==> src/rtl/fetch_unit_pkg.sv <==
// Shared types and constants for the instruction fetch stage.
package fetch_unit_pkg;

  localparam logic [31:0] INSTR_NOP = 32'h0000_0013;

  typedef struct packed {
    logic [31:0] pc;
    logic [31:0] instr;
    logic        filled;
  } fetch_entry_t;

  // Instruction fetches are always word aligned; the low two address bits are dropped.
  function automatic logic [31:0] alignWord(input logic [31:0] addr);
    return addr & 32'hFFFF_FFFC;
  endfunction

endpackage

==> src/rtl/fetch_unit_queue.sv <==
// Circular fetch buffer: entries are allocated when a request is accepted,
// filled in order as responses return, and popped in order by decode.
module fetch_queue
  import fetch_unit_pkg::*;
#(
  parameter int DEPTH = 2
) (
  input  logic                     clk,
  input  logic                     resetn,
  input  logic                     flush,
  input  logic                     allocEn,
  input  logic [31:0]              allocPc,
  input  logic                     fillEn,
  input  logic [31:0]              fillData,
  input  logic                     popEn,
  output logic                     full,
  output logic                     hasUnfilled,
  output logic [$clog2(DEPTH):0]   unfilledCnt,
  output logic                     headValid,
  output logic [31:0]              headPc,
  output logic [31:0]              headInstr
);

  localparam int IW = $clog2(DEPTH);
  localparam int PW = IW + 1;

  fetch_entry_t  entries [DEPTH];
  logic [PW-1:0] allocPtr;
  logic [PW-1:0] fillPtr;
  logic [PW-1:0] popPtr;
  logic [PW-1:0] usedCnt;
  fetch_entry_t  headEntry;

  // The extra pointer bit distinguishes a full buffer from an empty one.
  assign usedCnt     = allocPtr - popPtr;
  assign full        = (usedCnt == PW'(DEPTH));
  assign unfilledCnt = allocPtr - fillPtr;
  assign hasUnfilled = (allocPtr != fillPtr);
  assign headEntry   = entries[popPtr[IW-1:0]];
  assign headValid   = (allocPtr != popPtr) && headEntry.filled;
  assign headPc      = headEntry.pc;
  assign headInstr   = headEntry.instr;

  // Pointer and entry update; a flush simply rewinds all three pointers, which
  // makes every entry unallocated regardless of its stale contents.
  always_ff @(posedge clk or negedge resetn) begin
    if (!resetn) begin
      allocPtr <= '0;
      fillPtr  <= '0;
      popPtr   <= '0;
      for (int i = 0; i < DEPTH; i++) begin
        entries[i] <= '0;
      end
    end else if (flush) begin
      allocPtr <= '0;
      fillPtr  <= '0;
      popPtr   <= '0;
    end else begin
      if (allocEn) begin
        entries[allocPtr[IW-1:0]] <= '{pc: allocPc, instr: INSTR_NOP, filled: 1'b0};
        allocPtr <= allocPtr + PW'(1);
      end
      if (fillEn) begin
        entries[fillPtr[IW-1:0]].instr  <= fillData;
        entries[fillPtr[IW-1:0]].filled <= 1'b1;
        fillPtr <= fillPtr + PW'(1);
      end
      if (popEn) begin
        popPtr <= popPtr + PW'(1);
      end
    end
  end

endmodule

==> src/rtl/fetch_unit.sv <==
// Instruction fetch stage: owns the fetch PC, issues in-order word requests,
// discards wrong-path responses after a redirect and feeds decode from a queue.
module fetch_unit
  import fetch_unit_pkg::*;
#(
  parameter logic [31:0] RESET_ADDR = 32'h0000_0000,
  parameter int          DEPTH      = 2
) (
  input  logic        clk,
  input  logic        resetn,
  input  logic        redirect_valid,
  input  logic [31:0] redirect_pc,
  output logic        mem_req_valid,
  input  logic        mem_req_ready,
  output logic [31:0] mem_req_addr,
  input  logic        mem_rsp_valid,
  input  logic [31:0] mem_rsp_data,
  output logic        instr_valid,
  output logic [31:0] instr,
  output logic [31:0] instr_pc,
  input  logic        instr_ready
);

  // Wide enough for back-to-back redirects while earlier drops are still pending.
  localparam int DW = $clog2(DEPTH) + 3;

  logic [31:0]            fetchPc;
  logic                   fetchEn;
  logic [DW-1:0]          dropCnt;
  logic [DW-1:0]          dropNext;
  logic                   queueFull;
  logic                   hasUnfilled;
  logic [$clog2(DEPTH):0] unfilledCnt;
  logic                   headValid;
  logic [31:0]            headPc;
  logic [31:0]            headInstr;
  logic                   reqAccept;
  logic                   rspFill;
  logic                   popEn;
  logic                   anyOutstanding;

  // fetchEn keeps the request channel quiet while in reset without a path from resetn.
  assign mem_req_valid  = fetchEn && !queueFull;
  assign mem_req_addr   = fetchPc;
  assign reqAccept      = mem_req_valid && mem_req_ready;
  assign anyOutstanding = (dropCnt != '0) || hasUnfilled;
  assign rspFill        = mem_rsp_valid && (dropCnt == '0) && hasUnfilled && !redirect_valid;
  assign popEn          = headValid && instr_ready && !redirect_valid;

  assign instr_valid = headValid;
  assign instr       = headValid ? headInstr : INSTR_NOP;
  assign instr_pc    = headValid ? headPc : 32'h0;

  fetch_queue #(
    .DEPTH (DEPTH)
  ) queue (
    .clk         (clk),
    .resetn      (resetn),
    .flush       (redirect_valid),
    .allocEn     (reqAccept && !redirect_valid),
    .allocPc     (fetchPc),
    .fillEn      (rspFill),
    .fillData    (mem_rsp_data),
    .popEn       (popEn),
    .full        (queueFull),
    .hasUnfilled (hasUnfilled),
    .unfilledCnt (unfilledCnt),
    .headValid   (headValid),
    .headPc      (headPc),
    .headInstr   (headInstr)
  );

  // On redirect every request still owed a response becomes a drop, counting
  // this cycle's accept and crediting a response that lands this cycle.
  always_comb begin
    dropNext = dropCnt;
    if (redirect_valid) begin
      dropNext = dropCnt + DW'(unfilledCnt) + DW'(reqAccept);
      if (mem_rsp_valid && anyOutstanding) begin
        dropNext = dropNext - DW'(1);
      end
    end else if (mem_rsp_valid && (dropCnt != '0)) begin
      dropNext = dropCnt - DW'(1);
    end
  end

  // Fetch PC, drop counter and request enable; redirect takes priority over advance.
  always_ff @(posedge clk or negedge resetn) begin
    if (!resetn) begin
      fetchPc <= RESET_ADDR;
      dropCnt <= '0;
      fetchEn <= 1'b0;
    end else begin
      fetchEn <= 1'b1;
      dropCnt <= dropNext;
      if (redirect_valid) begin
        fetchPc <= alignWord(redirect_pc);
      end else if (reqAccept) begin
        fetchPc <= fetchPc + 32'd4;
      end
    end
  end

endmodule
==> config.mk <==
export PLATFORM = sky130hd
export DESIGN_NAME = fetch_unit
export DESIGN_NICKNAME = d
export VERILOG_FILES = /design/src/rtl/fetch_unit_pkg.sv /design/src/rtl/fetch_unit_queue.sv /design/src/rtl/fetch_unit.sv
export SDC_FILE = /design/constraint.sdc
export NUM_CORES = 1
export LEC_CHECK = 0
export ABC_AREA = 1
export CAP_MARGIN = 40
export CORE_AREA = 2 2 134 149
export CTS_BUF_LIST = sky130_fd_sc_hd__clkbuf_2 sky130_fd_sc_hd__clkbuf_4 sky130_fd_sc_hd__clkbuf_8
export DETAILED_ROUTE_END_ITERATION = 10
export DIE_AREA = 0 0 136 151
export GPL_TIMING_DRIVEN = 0
export PLACE_DENSITY = 0.76
export SKIP_CTS_REPAIR_TIMING = 1
export SYNTH_ARGS = -nofsm -noshare
export SYNTH_HDL_FRONTEND = slang
export SYNTH_SLANG_ARGS = --single-unit
==> constraint.sdc <==
create_clock -name clk -period 2.6 [get_ports clk]
set_input_delay 0.52 -clock clk [delete_from_list [all_inputs] [get_ports clk]]
set_output_delay 0.52 -clock clk [all_outputs]
set_load 0.05 [all_outputs]
* Word level (Yosys, flattened, before mapping) *
Index checks and enable logic that the tools add are counted.

storage, ports and cells
  output and inout port bits = 98
  register bits after elaboration = 173
  memory bits (read-only) = 0
  bits in latches = 0
  input port bits = 70
  memories kept = 0
  memory bits (writable) = 0

operators by class
  shift-type cells = 0
  bitwise gates (word level) = 3
  muxes and demuxes = 28
  eq/ne operators = 3
  reductions and logical operators = 23
  multiply operators = 0
  $add $sub $neg = 10
  $lt $le $gt $ge = 5
  divide/modulo/power cells = 0

operators by type and width
  operator                                                               count
  130-bit bitwise mux                                                    3
  130-bit two-way mux                                                    3
  65-bit two-way mux                                                     4
  65-bit demux with 1-bit select                                         3
  32-bit two-way mux                                                     4
  33-bit two-way mux                                                     1
  32-bit by 3-bit adder with 32-bit output (second input constant)       1
  1-bit logical AND                                                      13
  2-bit two-way mux                                                      6
  4-bit two-way mux                                                      3
  2-bit nonzero test                                                     5
  4-bit by 1-bit subtractor with 4-bit output (second input constant)    2
  2-bit by 1-bit adder with 2-bit output (second input constant)         3
  2-bit >= comparator (second input constant)                            3
  1-bit inverter with 2-bit output                                       3
  4-bit by 1-bit adder with 4-bit output                                 1
  4-bit by 2-bit adder with 4-bit output                                 1
  4-bit logical NOT                                                      1
  2-bit by 1-bit < comparator with 1-bit output (second input constant)  2
  2-bit inequality test                                                  2
  4-bit nonzero test                                                     1
  2-bit subtractor                                                       2
  2-bit == test (second input constant)                                  1
  1-bit logical NOT                                                      2
  2 further kinds                                                        2

* Logic depth before layout (Yosys ltp) *
  depth in word-level cells = 11
  depth in mapped cells = 17
  gate-level depth less buffers = 17

* Cells and area by module *
A second synthesis with hierarchy kept.

second synthesis, totals
  cells, all modules = 1333
  area, all modules = 9421.5 µm²

by module, submodules not included
  module       instances  area each (µm²)  cells each
  fetch_queue  1          6174.7           771
  fetch_unit   1          3246.9           562

* Least setup slack after synthesis *
No wires, ideal clock.

  kind = register to register
  from = register queue.allocPtr[0]
  to = register dropCnt[2]
  arrival time = 2.437 ns
  clock period less this slack = 2.514 ns
  setup slack = 0.086 ns
  data required time = 2.523 ns
  cell stages (with the launch flop) = 14
  library setup time = 0.077 ns
  cell sequence = dfrtp_1 > xnor2_1 > nand2_2 > nand3_4 > inv_1 > fa_1 > inv_1 > fa_1 > ha_1 > xor2_1 > nand2_1 > nand2_1 > nand2_1 > a21oi_1

on the way
  cells in the longest elaborated chain, start to end = 9

RTL lines
  element                                                                         RTL line                RTL
  start, declared                                                                 fetch_unit_queue.sv:28  logic [PW-1:0] allocPtr;
  start signal, assigned                                                          fetch_unit_queue.sv:61  allocPtr <= allocPtr + PW'(1);
  branches (longest 7 deep; another with 4-bit by 2-bit adder with 4-bit output)  -
  4-bit two-way mux *                                                             fetch_unit.sv:79        if (mem_rsp_valid && anyOutstanding) begin
  4-bit two-way mux *                                                             fetch_unit.sv:77        if (redirect_valid) begin
  end signal, assigned                                                            fetch_unit.sv:95        dropCnt <= dropNext;
  end, declared                                                                   fetch_unit.sv:29        logic [DW-1:0] dropCnt;

Every way passes the cells marked *.
A chain may end at the register's enable or synchronous reset.

* Worst setup path after layout *
  from = register queue.popPtr[0]
  to = register dropCnt[2]

on the way
  cells in the longest elaborated chain, start to end = 9

RTL lines
  element                                      RTL line                RTL
  start, declared                              fetch_unit_queue.sv:30  logic [PW-1:0] popPtr;
  start signal, assigned                       fetch_unit_queue.sv:69  popPtr <= popPtr + PW'(1);
  2-bit subtractor *                           fetch_unit_queue.sv:35  assign usedCnt = allocPtr - popPtr;
  2-bit == test *                              fetch_unit_queue.sv:36  assign full = (usedCnt == PW'(DEPTH));
  1-bit logical NOT *                          fetch_unit.sv:43        assign mem_req_valid = fetchEn && !queueFull;
  1-bit logical AND *                          fetch_unit.sv:43
  1-bit logical AND *                          fetch_unit.sv:45        assign reqAccept = mem_req_valid && mem_req_ready;
  4-bit by 1-bit adder with 4-bit output *     fetch_unit.sv:78        dropNext = dropCnt + DW'(unfilledCnt) + DW'(reqAccept);
  4-bit by 1-bit subtractor with 4-bit output  fetch_unit.sv:80        dropNext = dropNext - DW'(1);
  4-bit two-way mux *                          fetch_unit.sv:79
  4-bit two-way mux *                          fetch_unit.sv:77

Mark *: on every way between the ends. The rest lies on a longest branch, timed or not.

==> results.md <==
- For this run, the top clock speed supported by timing is 382 MHz.
- The number of clock buffers added by TritonCTS is 17.
- The relative max-transition margin is 0.512.
- Counting cells, the worst reg-to-reg path comes to 13.
- After layout, the minimum clock period comes to 2.62 ns.
- For this run, the detailed router's first-pass iteration total came to 5.
- TritonCTS built the clock tree.
- The post-layout instance count excluding filler cells is ~1700.
- Summing all non-filler instances in the final layout gives an area of 11800 um^2.
- The count of vias placed by the detailed router is between 9000 and 10000.
- The final-report max-slew violation count was 0.
- The final reports fail on setup timing.
- STA puts the critical path data required time at 3.01 ns.
- The cell sitting at the root of the clock tree is a sky130_fd_sc_hd__clkbuf_8.
- By area the synthesized netlist is led by sky130_fd_sc_hd__dfrtp_1 46%, sky130_fd_sc_hd__nand2_1 20%, sky130_fd_sc_hd__a21oi_1 4.9%.
- At the end of the flow, the number of nets in the layout was around 1500.
- The count of endpoints failing hold in the final timing report is 0.
- The highest-delay cell along the critical path is sky130_fd_sc_hd__fa_2.
- Sorting the synthesized cells by how often they occur yields 485 x sky130_fd_sc_hd__nand2_1, 167 x sky130_fd_sc_hd__dfrtp_1, 100 x sky130_fd_sc_hd__inv_1.
- The stage delay of the slowest cell on the critical path is 0.46 ns.
- The via count of the first global-routing pass is roughly 8600.
- The post-synth design cell area is 9110 um^2.
- The synthesized design contains 167 register bits.
- The average size of a mapped cell is 7.33 um^2.
- STA classifies the critical path endpoint as a flop.
- In this run, synthesis inferred 0 flip-flops with an integrated enable.
- The clock edge transition at the registers on the reported setup and hold paths is 0.09 ns.
- The overall power is between 0.007 and 0.008 W.
- The biggest area contributor in the post-synthesis netlist is sky130_fd_sc_hd__dfrtp_1.
- The first global-routing pass estimated ~44000 um of wire.
- After synthesis, the netlist uses 31 different library cells.
- From left edge to right edge, the die measures 136 um.
- The top-level port count is 168.
- 0 antenna diodes ended up in the layout.
- The initialized floorplan defines 53 standard-cell rows.
- The cell area after placement is 11100 um^2.
- In this design, the critical path's most frequently occurring cell is sky130_fd_sc_hd__nand2_1.
- The clock net in this run drives a total of 167 sinks.
- The startpoint of the worst register-to-register path is queue.popPtr[0].
- For this run, asynchronously set or reset flops after synthesis account for 1.00.
- The slew at the pin with the worst max-slew slack is 0.726 ns.
- The worst setup path is launched from a flop.
- The worst-path maximum fanout is 3.
- Max-cap violations in this run came to 0.
- The flow ran to the end, but the final reports show violations.
- For this run the aggregate overflow at the end of global routing stands at 0.
- After detailed routing, the average wire length per cell comes to roughly 17 um.
- The starting DRC count in detailed routing is roughly 730.
- The count of buffers added on input and output ports is 161.
- The number of warnings issued by yosys is 0.
- In this run the remaining antenna-violating nets after routing total 0.
- No sink is reached through more buffers than the 2 on the longest clock path.
- The path class of the tightest hold or removal check is flop to flop.
- The overall track demand over capacity in global routing is 0.275.
- Power spread over the standard cell area amounts to about 650 nW/um^2.
- The area growth from synthesis to layout is 29.5%.
- For this block, the routed nets add up to 28200 um of wire.
- The die area is 20500 um^2.
- The largest voltage drop on the vdd net is 0.344 mV.
- The gate count of the mapped netlist is 1244.
- The final setup skew is about 0.013 ns.
- Of the post-synthesis cell area, the dominant cell type holds 0.459.
- The reg2reg setup slack is -0.02 ns.
- The worst hold path was traced through 2 stages.
- The routability congestion estimate from global placement is 0.958.
- The number of H-tree branching levels is 4.
- Setup repair after global routing could not meet its margin everywhere.
- By startpoint and endpoint, the worst setup path is classified as flop to flop.
- The initial utilization of the core area, before any placement, comes to 0.481.
- From bottom edge to top edge, the die measures 151 um.
- The path with the worst hold slack has its endpoint at queue.entries[65].
- The startpoint identified for the worst hold timing path is queue.entries[65].
- The initial antenna violation count is 0.
- The detailed-placement wirelength estimate is 20000 um.
- The number of placed instances, taps included, is 1656.
- The data arrival time of the worst path is 3.03 ns.
- The detailed-route DRC error count is 0.
- Across all hold checks on the routed design, the worst slack comes to 0.490 ns.
- The most used flip-flop cell after synthesis is sky130_fd_sc_hd__dfrtp_1.
- The analysis attributes to cell leakage a power of 5.74 nW.
- Dividing the final minimum period by the clock period gives 1.01.
- Across all setup checks in the final design, the least slack found is -0.0187 ns.
- The signal on the critical path passes through xnor2_2 -> nand2_4 -> nand3_4 -> inv_2 -> fa_2 -> inv_2 -> fa_2 -> ha_4 -> xor2_1 -> nand2_1 -> nand2_1 -> nand2_1 -> a21oi_2.
- The fraction of final layout cells sized beyond drive strength 1 is 0.168.
- Entering global routing, the biggest net connects 124 pins.
- After floorplanning, the core was sized to cover roughly 19000 um^2.
- Among all cell types in the netlist, the one instantiated most often is sky130_fd_sc_hd__nand2_1.
- The end of the worst register-to-register path is dropCnt[2].
- The number of vias per cell is 5.31.
- The sequential fraction of the synthesis area is 0.459.
- The final count of negative-setup-slack endpoints is 7.
- Clock latency on the worst-skew pair, taken at its later pin, is 0.48 ns.
-- area by class of cell --
| class | count | area [um^2] |
|---|---|---|
| clock buffers | 17 | 234 |
| inverters | 104 | 390 |
| plain buffers | 67 | 473 |
| well taps | 247 | 309 |
| repair buffers | 171 | 1620 |
| multi-input cells | 909 | 4390 |
| clock inverters | 15 | 214 |
| flip-flops and latches | 167 | 4180 |
| fillers | 1734 | 7160 |
-- flip-flops by register name, summed over array words and instances (netlist names) --
signal and flops:
dropCnt 4, queue.entries 126, fetchEn 1, queue.popPtr 2
queue.fillPtr 2, mem_req_addr 30, queue.allocPtr 2
-- stage by stage --
step / worst slack [ns] / TNS [ns] / util
after global routing: -0.109 / -1.74 / 0.622
after global placement: -5.91 / -1011.86 / 0.582
after detailed placement: -0.564 / -28.80 / 0.584
after floorplan: 0.0860 / 0 / -
final: -0.0187 / -0.0650 / 0.622
after CTS: -1.09 / -58.69 / 0.608
-- cells in the final DEF (no fill, tap or decap), types with 13 or more instances in the layout --
master and instances:
sky130_fd_sc_hd__a21oi_1 68, sky130_fd_sc_hd__buf_2 24, sky130_fd_sc_hd__inv_1 96, sky130_fd_sc_hd__clkbuf_2 13, sky130_fd_sc_hd__clkdlybuf4s50_1 96, sky130_fd_sc_hd__nand2_1 480, sky130_fd_sc_hd__clkbuf_8 17, sky130_fd_sc_hd__o21ai_2 30
sky130_fd_sc_hd__nor2_1 89, sky130_fd_sc_hd__o211ai_1 18, sky130_fd_sc_hd__buf_4 47, sky130_fd_sc_hd__nand3_1 79, sky130_fd_sc_hd__xor2_1 13, sky130_fd_sc_hd__o21ai_0 33, sky130_fd_sc_hd__dfrtp_1 166, sky130_fd_sc_hd__buf_6 27
sky130_fd_sc_hd__o21ai_1 35
-- worst max-delay path, delay by kind of cell (launching register included) --
family,cells,cell delay (ns)
simple gates,5,0.41
compound gates,1,0.16
xor+xnor,2,0.44
flops,1,0.44
fa+ha+maj,3,0.99
buf+inv,2,0.11
-- cells by family after synthesis --
logic type                 Yosys count  share of synthesized area
other                                2                   0.000824
buffers and inverters              171                     0.0857
and+or+nand+nor                    676                      0.299
xor gates and xnor gates            14                     0.0135
adders and majority gates            7                     0.0113
AOI/OAI and AO/OA                  207                      0.131
DFF                                167                      0.459
-- power by group --
| part | internal (W) | switching [W] | total (W) |
|---|---|---|---|
| Combinational | 0.000826 | 0.00136 | 0.00219 |
| Sequential | 0.00304 | 0.000338 | 0.00338 |
| Clock | 0.00107 | 0.00106 | 0.00213 |
-- metal layers --
metal	vias up	part of all wire	global-route usage
met5	-	0	0
li1	4324	-	-
met3	55	0.072	0.0465
met2	381	0.49	0.463
met1	4248	0.41	0.355
met4	0	0.028	0.109
-- worst max-delay path by stage --
| stage | startpoint | to | slack (ns) | cells past startpoint |
|---|---|---|---|---|
| floorplan | queue.allocPtr[0] | dropCnt[2] | 0.09 | 13 |
| finish | queue.popPtr[0] | dropCnt[2] | -0.02 | 13 |
| global route | queue.popPtr[0] | dropCnt[2] | -0.11 | 13 |
| CTS | queue.popPtr[0] | instr_pc[20] | -1.09 | 8 |
| detailed placement | queue.popPtr[0] | instr_pc[20] | -0.56 | 8 |
| global placement | resetn | mem_req_addr[26] | -5.91 | 1 |
(Power assumes the default switching activity.)
